File: src/rtl/uart_pkg.sv
// Shared definitions for the UART receive path: FSM state encoding,
// default frame geometry and a parity helper.
package uart_pkg;

    localparam int unsigned UART_CLKS_PER_BIT = 16;
    localparam int unsigned UART_DATA_BITS    = 8;

    typedef enum logic [2:0] {
        IDLE,
        START,
        DATA,
        PARITY,
        STOP,
        WAIT_HIGH
    } rx_state_t;

    // Expected parity bit for up to 9 data bits (zero-extend narrower words).
    function automatic logic parity_bit(input logic [8:0] data, input logic odd);
        return (^data) ^ odd;
    endfunction

endpackage

File: src/rtl/uart_bit_timer.sv
// Free-running mod-CLKS_PER_BIT bit timer.
// A synchronous clear preloads the counter so the first tick lands
// CLKS_PER_BIT/2 cycles later (mid start bit); after that it ticks
// every CLKS_PER_BIT cycles (mid data/stop bits).
// Ports:
//   CLK    system clock
//   RST_N  asynchronous active-low reset
//   clr    restart timing from the start-bit edge
//   tick   high in the cycle the line should be sampled
module uart_bit_timer #(
    parameter int unsigned CLKS_PER_BIT = 16
) (
    input  logic CLK,
    input  logic RST_N,
    input  logic clr,
    output logic tick
);

    localparam int unsigned CW = $clog2(CLKS_PER_BIT);
    localparam int unsigned H  = CLKS_PER_BIT / 2;
    localparam logic [CW-1:0] LAST = CW'(CLKS_PER_BIT - 1);
    // Preload so that H cycles after clr the counter reads LAST.
    localparam logic [CW-1:0] LOAD = CW'(CLKS_PER_BIT - H);

    logic [CW-1:0] cnt;

    always_ff @(posedge CLK or negedge RST_N) begin
        if (!RST_N) begin
            cnt <= '0;
        end else if (clr) begin
            cnt <= LOAD;
        end else if (cnt == LAST) begin
            cnt <= '0;
        end else begin
            cnt <= cnt + 1'b1;
        end
    end

    assign tick = (cnt == LAST);

endmodule

File: src/rtl/uart_rx_frame.sv
// UART frame receiver: start-bit detection, mid-bit sampling, LSB-first
// deserialisation and a valid/ready output with framing/overrun pulses.
// Optional parity checking is enabled by defining UART_RX_PARITY_EN
// (adds parameter PARITY_ODD and output parity_err).
// Ports:
//   CLK, RST_N  clock, asynchronous active-low reset
//   rx_in       smoothed serial line, idle high
//   rx_data     received word, stable while rx_valid
//   rx_valid    word available, held until rx_valid & rx_ready
//   rx_ready    consumer accept
//   frame_err   pulse in the stop-sample cycle when the stop bit is 0
//   overrun     pulse in the stop-sample cycle when a good word is dropped
//   parity_err  (optional) pulse in the stop-sample cycle on parity mismatch
//   busy        high whenever the receiver is not idle
module uart_rx_frame
    import uart_pkg::*;
#(
    parameter int unsigned CLKS_PER_BIT = UART_CLKS_PER_BIT,
    parameter int unsigned DATA_BITS    = UART_DATA_BITS
`ifdef UART_RX_PARITY_EN
    ,
    parameter bit          PARITY_ODD   = 1'b0
`endif
) (
    input  logic                 CLK,
    input  logic                 RST_N,
    input  logic                 rx_in,
    output logic [DATA_BITS-1:0] rx_data,
    output logic                 rx_valid,
    input  logic                 rx_ready,
    output logic                 frame_err,
    output logic                 overrun,
`ifdef UART_RX_PARITY_EN
    output logic                 parity_err,
`endif
    output logic                 busy
);

    localparam int unsigned BW = $clog2(DATA_BITS + 1);
    localparam logic [BW-1:0] LAST_BIT = BW'(DATA_BITS - 1);
    localparam logic [BW-1:0] FULL     = BW'(DATA_BITS);

    rx_state_t            state, state_d;
    logic [DATA_BITS-1:0] shreg, shreg_d;
    logic [DATA_BITS-1:0] rx_data_d;
    logic [BW-1:0]        bit_cnt, bit_cnt_d;
    logic                 rx_valid_d;
    logic                 tick;
    logic                 timer_clr;
    logic                 accept;
    logic                 word_ok;
`ifdef UART_RX_PARITY_EN
    logic                 par_bad, par_bad_d;
`endif

    uart_bit_timer #(
        .CLKS_PER_BIT(CLKS_PER_BIT)
    ) u_timer (
        .CLK  (CLK),
        .RST_N(RST_N),
        .clr  (timer_clr),
        .tick (tick)
    );

    assign accept = rx_valid & rx_ready;
    assign busy   = (state != IDLE);
`ifdef UART_RX_PARITY_EN
    assign word_ok = ~par_bad;
`else
    assign word_ok = 1'b1;
`endif

    // State and datapath registers.
    always_ff @(posedge CLK or negedge RST_N) begin
        if (!RST_N) begin
            state    <= IDLE;
            shreg    <= '0;
            bit_cnt  <= '0;
            rx_data  <= '0;
            rx_valid <= 1'b0;
`ifdef UART_RX_PARITY_EN
            par_bad  <= 1'b0;
`endif
        end else begin
            state    <= state_d;
            shreg    <= shreg_d;
            bit_cnt  <= bit_cnt_d;
            rx_data  <= rx_data_d;
            rx_valid <= rx_valid_d;
`ifdef UART_RX_PARITY_EN
            par_bad  <= par_bad_d;
`endif
        end
    end

    // Next-state, datapath update and sample-cycle pulses.
    always_comb begin
        state_d    = state;
        shreg_d    = shreg;
        bit_cnt_d  = bit_cnt;
        rx_data_d  = rx_data;
        rx_valid_d = rx_valid;
        timer_clr  = 1'b0;
        frame_err  = 1'b0;
        overrun    = 1'b0;
`ifdef UART_RX_PARITY_EN
        par_bad_d  = par_bad;
        parity_err = 1'b0;
`endif

        if (accept) begin
            rx_valid_d = 1'b0;
        end

        case (state)
            IDLE: begin
                if (!rx_in) begin
                    state_d   = START;
                    timer_clr = 1'b1;
                end
            end
            START: begin
                if (tick) begin
                    if (rx_in) begin
                        state_d = IDLE;
                    end else begin
                        state_d   = DATA;
                        bit_cnt_d = '0;
                    end
                end
            end
            DATA: begin
                if (tick) begin
                    shreg_d = {rx_in, shreg[DATA_BITS-1:1]};
                    if (bit_cnt != FULL) begin
                        bit_cnt_d = bit_cnt + 1'b1;
                    end
                    if (bit_cnt == LAST_BIT) begin
`ifdef UART_RX_PARITY_EN
                        state_d = PARITY;
`else
                        state_d = STOP;
`endif
                    end
                end
            end
`ifdef UART_RX_PARITY_EN
            PARITY: begin
                if (tick) begin
                    par_bad_d = (rx_in != parity_bit(9'(shreg), PARITY_ODD));
                    state_d   = STOP;
                end
            end
`endif
            STOP: begin
                if (tick) begin
`ifdef UART_RX_PARITY_EN
                    parity_err = par_bad;
`endif
                    if (!rx_in) begin
                        frame_err = 1'b1;
                        state_d   = WAIT_HIGH;
                    end else begin
                        state_d = IDLE;
                        if (word_ok) begin
                            // A word accepted this same cycle frees the slot.
                            if (!rx_valid || accept) begin
                                rx_data_d  = shreg;
                                rx_valid_d = 1'b1;
                            end else begin
                                overrun = 1'b1;
                            end
                        end
                    end
                end
            end
            WAIT_HIGH: begin
                // Hold off until the line recovers so a break is not seen as starts.
                if (rx_in) begin
                    state_d = IDLE;
                end
            end
            default: begin
                state_d = IDLE;
            end
        endcase
    end

endmodule

File: config.mk
export PLATFORM = sky130hd
export DESIGN_NAME = uart_rx_frame
export DESIGN_NICKNAME = d
export VERILOG_FILES = /design/src/rtl/uart_pkg.sv /design/src/rtl/uart_bit_timer.sv /design/src/rtl/uart_rx_frame.sv
export SDC_FILE = /design/constraint.sdc
export NUM_CORES = 1
export LEC_CHECK = 0
export BUFFER_PORTS_ARGS = -buffer_cell sky130_fd_sc_hd__buf_4
export CAP_MARGIN = 5
export CELL_PAD_IN_SITES_DETAIL_PLACEMENT = 1
export CELL_PAD_IN_SITES_GLOBAL_PLACEMENT = 2
export CORE_UTILIZATION = 41
export CTS_CLUSTER_SIZE = 8
export DETAILED_ROUTE_END_ITERATION = 12
export PLACE_DENSITY = 0.84
export SLEW_MARGIN = 10
export SYNTH_ARGS = -nofsm -noshare
export SYNTH_HDL_FRONTEND = slang
export SYNTH_SLANG_ARGS = --single-unit
File: constraint.sdc
create_clock -name CLK -period 2.6 [get_ports CLK]
set_input_delay 0.13 -clock CLK [delete_from_list [all_inputs] [get_ports CLK]]
set_output_delay 0.13 -clock CLK [all_outputs]
set_load 0.01 [all_outputs]
Yosys cells after proc, flatten, opt, wreduce, memory -nomap -nowiden. Index checks and enable logic that the tools add are counted.

Reduce and logical (&&, ||, !) cells: 9. Muxes and demuxes: 29. Bitwise logic cells: 1. Add/subtract/negate cells: 2. Equality and inequality tests: 15.

Operators by type and width (number): 2-to-1 mux 4 bit (6); 2-to-1 mux 3 bit (7); inequality test 2 bit (second input constant) (8); one-hot mux 3 bit (5 select lines) (1); 2-to-1 mux 1 bit (13); adder 4 x 1 -> 4 bit (second input constant) (2); one-hot mux 4 bit (2 select lines) (1); == test 3 bit (second input constant) (2); AND reduction 6 bit (1); AND reduction 5 bit (1); == test 4 x 3 -> 1 bit (second input constant) (1); == test 4 bit (second input constant) (1); inequality test 4 bit (second input constant) (1); AND reduction 4 bit (1); == test 3 x 1 -> 1 bit (second input constant) (1); == test 3 x 2 -> 1 bit (second input constant) (1); logical NOT 3 bit (1); nonzero test 3 bit (1); 2-to-1 mux 2 bit (1); AND reduction 2 bit (1); nonzero test 2 bit (1); AND 1 bit (1); logical NOT 1 bit (1); logical OR 1 bit (1).

Register bits: 28.

Longest topological paths before layout. Gate-level depths: netlist (run 1).

Depth in word-level cells: 6. Mapped depth: 6. Depth with buffers taken out: 6.

Cells and area by module. From an unflattened synthesis (run 1), not the netlist that was laid out.

Cell total of the unflattened synthesis: 111. Area, all modules: 1400.1 um^2.

By module, submodules not included: uart_rx_frame (seq. area each 600.6 um^2, area an instance 1218.7 um^2, cells an instance 96, times used 1); uart_bit_timer (seq. area each 100.1 um^2, area an instance 181.4 um^2, cells an instance 15, times used 1).

Least setup slack after synthesis (run 1). No wires, ideal clock.

Path kind: register to register. Start: reg u_timer.cnt[0]. End: reg shreg[0]. Buffers on the path: 0. Arrival: 1434 ps. Clock period less this slack: 1559 ps. Library setup time: 125 ps. Slack: 1041 ps. Stages on the path, launching flop included: 5. Cells stage by stage: dfrtp_1 ha_1 nand4b_1 nor2_4 mux2_2.

Word-level cells in the longest chain between the ends: 2.

RTL lines: start, declared (RTL line uart_bit_timer.sv:25) `logic [CW-1:0] cnt;`; start signal, assigned (RTL line uart_bit_timer.sv:35) `cnt <= cnt + 1'b1;`; == test 4 bit (RTL line uart_bit_timer.sv:39) `assign tick = (cnt == LAST);`; AND reduction 2 bit (no line); end signal, assigned (RTL line uart_rx_frame.sv:86) `shreg <= shreg_d;`; end, declared (RTL line uart_rx_frame.sv:44) `logic [DATA_BITS-1:0] shreg, shreg_d;`.

Every way passes these cells. A chain may end at the register's enable or synchronous reset.

Final worst setup path (run 1).
Start: reg u_timer.cnt[0]. End: out overrun.

Word-level cells in the longest chain between the ends: 3.

RTL lines: == test 4 bit (RTL line uart_bit_timer.sv:39); 2-to-1 mux 1 bit (RTL line uart_rx_frame.sv:156) `if (tick) begin`; 2-to-1 mux 1 bit (RTL line uart_rx_frame.sv:115) `case (state)`; end, declared (RTL line uart_rx_frame.sv:32) `output logic overrun,`.

Every way passes these cells.

==> results of run 1 <==
-- worst min path at each step --
stage	start	to	slack (ns)	depth (start not counted)
2_1_floorplan	RST_N	bit_cnt[0]	-0.17	0
3_3_place_gp	RST_N	bit_cnt[0]	0.07	1
3_5_place_dp	RST_N	bit_cnt[0]	0.07	1
4_1_cts	rx_in	state[0]	0.03	2
5_1_grt	rx_in	state[0]	0.03	2
6_report	rx_in	state[0]	0.03	2
-- cells by family after synthesis --
logic type | share of synthesized area
xor+xnor | 0.00669
flops | 0.535
buf+inv | 0.0229
fa+ha+maj | 0.0287
simple gates | 0.172
mux | 0.151
compound gates | 0.0840
-- placed cells by master, fill, tap and decap left out, types with 2 or more instances in the layout --
cell and n:
a21o_1 2, a21oi_1 5, a31oi_1 2, buf_4 15
clkbuf_4 3, dfrtp_1 28, ha_1 3, inv_1 3
mux2_2 14, mux2_4 2, nand2_1 8, nor2_1 7
nor2b_1 3, nor3_1 2, nor4_1 2, o21ai_0 4
o22ai_1 3
-- registers in the layout, indices dropped and copies added (netlist names) --
name,count
shreg,8
bit_cnt,4
state,3
rx_valid,1
u_timer.cnt,4
rx_data,8
-- routing by layer --
metal | vias up | wire length [um] | track usage
met2 | 11 | 1230 | 0.281
met5 | - | 0 | 0
met4 | 0 | 31 | 0.0612
met3 | 4 | 61 | 0.0264
li1 | 423 | - | -
met1 | 431 | 1210 | 0.254
-- power by group through the flow --
stage	clock network (mW)	logic (mW)	registers, mW
detailed placement	0	0.270	0.609
CTS	0.299	0.276	0.603
floorplan	0	0.221	0.574
global route	0.316	0.310	0.621
finish	0.291	0.270	0.602
global placement	0	0.253	0.601
-- cell type report --
| type | count | area, um2 | area share |
|---|---|---|---|
| flip-flops and latches | 28 | 701 | 0.461 |
| multi-input cells | 75 | 579 | 0.381 |
| repair buffers | 16 | 123 | 0.0806 |
| well taps | 44 | 55.1 | 0.0362 |
| clock inverters | 1 | 30.0 | 0.0197 |
| clock buffers | 3 | 22.5 | 0.0148 |
| inverters | 3 | 11.3 | 0.00740 |
-- per-stage QoR --
stage	cell area, um2	util	worst slack [ns]
3_5_place_dp	1460	0.478	0.828
6_report	1520	0.498	0.672
2_1_floorplan	1310	-	1.04
5_1_grt	1520	0.498	0.477
4_1_cts	1520	0.498	0.646
3_3_place_gp	1460	0.478	0.936
-- what timing repair did --
| action | CTS | global route |
|---|---|---|
| endpoints found under the hold margin | 28 | 0 |
| setup buffers | 0 | 0 |
| hold buffers | 1 | 0 |
==> flow_metrics.env, run 1 <==
export IMPL_outcome="completed"
export IMPL_hold_viol=0
export IMPL_synth_common_cells="dfrtp_1 (28), mux2_2 (14), nand2_1 (8)"
export IMPL_rsz0062_at_grt="no"
export IMPL_cts_buffers=3
export IMPL_final_nets=134
export IMPL_placed_cells=165
export IMPL_fin_total_pwr_mw=1.16
export IMPL_relSlewSlack=0.579
export IMPL_crit_family="simple AND/OR/NAND/NOR gates"
export IMPL_viasPerCell=5.11
export IMPL_dr_pass1_iters=3
export IMPL_die_w_um=58.5
export IMPL_powerDensity_nw_per_um2=765
export IMPL_crit_path_top_delay_cell="dfrtp_1"
export IMPL_synth_area_leader_cell="dfrtp_1"
export IMPL_globalplace_congestion=0.765
export IMPL_insertion_delay_ns=0.33
export IMPL_grt_max_degree=29
export IMPL_max_cap_violations=0
export IMPL_cpPeakStageDelay_ns=0.44
export IMPL_synth_edff_count=0
export IMPL_hp_class="in2reg"
export IMPL_dpl_hpwl_um=1860
export IMPL_cts_buffer_depth=2
export IMPL_rr_startpoint="u_timer.cnt[0]"
export IMPL_max_freq_mhz=519
export IMPL_grt_usage=0.179
export IMPL_ys_top_cells_by_area="dfrtp_1 (53%), mux2_2 (12%), ha_1 (2.9%)"
export IMPL_endpoint_kind="output pin"
export IMPL_pin_count=16
export IMPL_switching_power_uw=372
export IMPL_rrSetupSlack_ns=0.82
export IMPL_antennaDiodeCount=0
export IMPL_fin_cells=170
export IMPL_coreArea_um2=3050
export IMPL_cts_tree="built"
export IMPL_drive_gt1_frac=0.341
export IMPL_path_class="reg2out"
export IMPL_die_h_um=58.5
export IMPL_yosysWarnings=0
export IMPL_internal_power_uw=791
export IMPL_antenna_found_initial=0
export IMPL_min_period_over_period=0.741
export IMPL_finClkSkew_ns=0.00643
export IMPL_slew_viol_final=0
export IMPL_tightest_slew_ns=0.626
export IMPL_p_comb_frac=0.232
export IMPL_post_drt_wl_per_cell_um=14.9
export IMPL_arrival_ns=1.80
export IMPL_drc_errors=0
export IMPL_p_leak_nw=0.728
export IMPL_crit_path_start_kind="flop"
export IMPL_postRouteAntennaNets=0
export IMPL_syn_inst=108
export IMPL_cts_resized_gates=0
export IMPL_crit_buf_inv=1
export IMPL_num_rows=20
export IMPL_fin_crit_ns=1.93
export IMPL_clockRootBuffer="clkbuf_4"
export IMPL_finalSetupViolCount=0
export IMPL_r2r_end="shreg[0]"
export IMPL_grt_overflow=0
export IMPL_r2r_cells=4
export IMPL_crit_end="overrun"
export IMPL_vias=869
export IMPL_area_growth_syn_to_layout_pct=16.1
export IMPL_design_die_area_um2=3430
export IMPL_required_ns=2.47
export IMPL_ys_seq_area_frac=0.535
export IMPL_clock_sinks=28
export IMPL_sw_frac_of_total=0.320
export IMPL_fill_cells=324
export IMPL_p_clk_frac=0.250
export IMPL_synth_fp_nets=115
export IMPL_crit_start="u_timer.cnt[0]"
export IMPL_worstPathCellList="ha_1, nand3_2, nor3_4, nand2_1, nor2_1, buf_4"
export IMPL_cp_depth=6
export IMPL_synthDistinctLibCells=35
export IMPL_syn_area_um2=1310
export IMPL_synth_ff_type="dfrtp_1"
export IMPL_port_buffers=15
export IMPL_async_flop_share=1.00
export IMPL_grt_pass1_vias=895
export IMPL_fin_setup_tns_ns=0
export IMPL_path_max_fanout=5
export IMPL_clk_pin_slew_ns=0.16
export IMPL_start_util=0.429
export IMPL_routed_wl_um=2530
export IMPL_first_iter_violations=15
export IMPL_ys_ff_latch=28
export IMPL_pwr_share_seq=0.518
export IMPL_finalHoldWorstSlack_ns=0.0316
export IMPL_syn_avg_cell_area_um2=12.1
export IMPL_ir_worst_vdd_mv=0.376
export IMPL_synth_top_area_share=0.535
export IMPL_yosysMostFrequentCell="dfrtp_1"
export IMPL_grt_pass1_wl_um=4520
export IMPL_h_tree_depth=1
No activity file was read; power rests on OpenSTA's default activity.
==> inputs of run 2 (changes only) <==
--- a/config.mk
+++ b/config.mk
@@ -9,10 +9,10 @@
 export CAP_MARGIN = 5
 export CELL_PAD_IN_SITES_DETAIL_PLACEMENT = 1
 export CELL_PAD_IN_SITES_GLOBAL_PLACEMENT = 2
-export CORE_UTILIZATION = 41
+export CORE_UTILIZATION = 34
 export CTS_CLUSTER_SIZE = 8
 export DETAILED_ROUTE_END_ITERATION = 12
-export PLACE_DENSITY = 0.84
+export PLACE_DENSITY = 0.75
 export SLEW_MARGIN = 10
 export SYNTH_ARGS = -nofsm -noshare
 export SYNTH_HDL_FRONTEND = slang
==> constraint.sdc (replaced) <==
create_clock -name CLK -period 1.7 [get_ports CLK]
set_input_delay 0.085 -clock CLK [delete_from_list [all_inputs] [get_ports CLK]]
set_output_delay 0.085 -clock CLK [all_outputs]
set_load 0.01 [all_outputs]
==> run 2 against run 1 <==
  * Worst setup slack got worse by 0.56 ns
  * Clock-buffer cell count unchanged
  * Total power increased by 62%
  * Utilization decreased by 6.3 points
  * Global-route usage decreased by 4.1 points
  * Final cell count increased by 5.9%
  * Largest cell class unchanged
==> flow_metrics.env, run 2 (synthesis results as in run 1) <==
export IMPL_relSlewSlack=0.730
export IMPL_min_period_over_period=0.932
export IMPL_internal_power_mw=1.32
export IMPL_gr_max_usage_layer="met2"
export IMPL_layout_setup_ws_ns=0.116
export IMPL_post_drt_wl_per_cell_um=14.0
export IMPL_finClkSkew_ns=0.00285
export IMPL_pwr_share_seq=0.487
export IMPL_p_comb_frac=0.235
export IMPL_cts_tree="built"
export IMPL_crit_family="simple AND/OR/NAND/NOR gates"
export IMPL_slew_viol_final=0
export IMPL_rsz0062_at_grt="no"
export IMPL_switching_power_uw=564
export IMPL_worstPathCellList="ha_4, nand3_2, nor4_1, buf_4"
export IMPL_start_util=0.355
export IMPL_grt_usage=0.138
export IMPL_vias=892
export IMPL_path_class="reg2out"
export IMPL_area_growth_syn_to_layout_pct=22.4
export IMPL_outcome="completed"
export IMPL_postRouteAntennaNets=0
export IMPL_fin_total_pwr_mw=1.88
export IMPL_routed_wl_um=2520
export IMPL_grt_overflow=0
export IMPL_fin_crit_ns=1.58
export IMPL_viasPerCell=4.96
export IMPL_mostFrequentLayoutCells="dfrtp_1 (27), buf_4 (21), mux2_2 (14)"
export IMPL_finalSetupViolCount=0
export IMPL_clockRootBuffer="clkbuf_8"
export IMPL_grt_pass1_vias=925
export IMPL_grt_max_degree=29
export IMPL_coreArea_um2=3690
export IMPL_antennaDiodeCount=0
export IMPL_cpPeakStageDelay_ns=0.42
export IMPL_antenna_found_initial=0
export IMPL_h_tree_depth=1
export IMPL_crit_buf_inv=1
export IMPL_place_ws_ns=-0.00311
export IMPL_num_rows=22
export IMPL_hp_class="in2reg"
export IMPL_globalplace_congestion=0.702
export IMPL_final_common_cell="dfrtp_1"
export IMPL_crit_path_top_delay_cell="dfrtp_1"
export IMPL_clk_pin_slew_ns=0.10
export IMPL_p_leak_nw=0.765
export IMPL_final_nets=140
export IMPL_design_die_area_um2=4100
export IMPL_endpoint_kind="output pin"
export IMPL_insertion_delay_ns=0.27
export IMPL_grt_met3_usage=0.0286
export IMPL_fin_cells=180
export IMPL_grt_pass1_wl_um=4440
export IMPL_drive_gt1_frac=0.386
export IMPL_clock_sinks=28
export IMPL_required_ns=1.62
export IMPL_first_iter_violations=13
export IMPL_cts_buffers=3
export IMPL_arrival_ns=1.50
export IMPL_cts_buffer_depth=2
export IMPL_ir_worst_vdd_mv=0.745
export IMPL_tightest_slew_ns=0.405
export IMPL_port_buffers=15
export IMPL_placed_cells=174
export IMPL_dpl_hpwl_um=1830
export IMPL_dr_pass1_iters=2
export IMPL_max_cap_violations=0
export IMPL_crit_path_start_kind="flop"
export IMPL_drc_errors=0
export IMPL_met1_usage=0.190
export IMPL_sw_frac_of_total=0.300
export IMPL_pin_count=16
export IMPL_biggestRegsByFlops="rx_data (8), shreg (8)"
export IMPL_die_h_um=64.1
export IMPL_powerDensity_nw_per_um2=1170
export IMPL_die_w_um=64.1
export IMPL_p_clk_frac=0.278
export IMPL_final_util=0.435
export IMPL_path_max_fanout=5
export IMPL_max_freq_mhz=631
export IMPL_use_met2=0.227
export IMPL_hold_viol=0
-- run 2: layer usage --
layer / routed length, um / up-vias
li1: - / 432
met1: 1210 / 448
met2: 1210 / 10
met3: 82 / 2
met4: 13 / 0
met5: 0 / -
-- run 2: per-stage QoR --
| step | TNS, ns | hold slack (ns) | area (um2) |
|---|---|---|---|
| 6_report | 0 | 0.0713 | 1600 |
| 5_1_grt | 0 | 0.0754 | 1600 |
| 4_1_cts | 0 | 0.0747 | 1600 |
| 3_5_place_dp | -0.00589 | 0.0274 | 1500 |
| 3_3_place_gp | 0 | 0.0192 | 1500 |
| 2_1_floorplan | 0 | -0.211 | 1310 |
-- run 2: layout make-up --
type	count	area, um2
Clock buffer	3	41.3
Clock inverter	1	30.0
Fill cell	417	2080
Inverter	3	11.3
Multi-Input combinational cell	75	592
Sequential cell	28	702
Tap cell	48	60.1
Timing Repair Buffer	22	168
-- run 2: path summary, 6_finish.rpt --
| path | start | end | slack [ns] | depth (start not counted) |
|---|---|---|---|---|
| setup / recovery | u_timer.cnt[1] | frame_err | 0.12 | 4 |
| hold / removal | rx_in | state[0] | 0.07 | 2 |
| setup reg to reg | u_timer.cnt[1] | rx_data[3] | 0.12 | 6 |
| hold reg to reg | shreg[0] | shreg[0] | 0.52 | 1 |
| max in group asynchronous | RST_N | u_timer.cnt[0] | 1.16 | 2 |
| min in group asynchronous | RST_N | bit_cnt[3] | 0.26 | 2 |
-- run 2: power groups by stage --
stage | clock (mW) | combinational, mW | sequential [mW]
2_1_floorplan | 0 | 0.338 | 0.878
3_3_place_gp | 0 | 0.418 | 0.912
3_5_place_dp | 0 | 0.431 | 0.918
4_1_cts | 0.531 | 0.453 | 0.915
5_1_grt | 0.566 | 0.520 | 0.938
6_report | 0.523 | 0.443 | 0.917
-- run 2: timing repair --
action                     in CTS  in global routing
hold endpoints to repair       28                  0
hold buffers                    1                  0
resized for setup               2                  1
setup buffers                   0                  1
setup endpoints to repair       4                  4
pin swaps                       0                  1
-- run 2: worst reg2reg max path, stage by stage, from the launching register on --
cell     delay (ns)
dfrtp_1        0.42
ha_4           0.19
nand3_2        0.12
nor3_4         0.15
buf_4          0.14
nand3_4        0.13
mux2_4         0.32
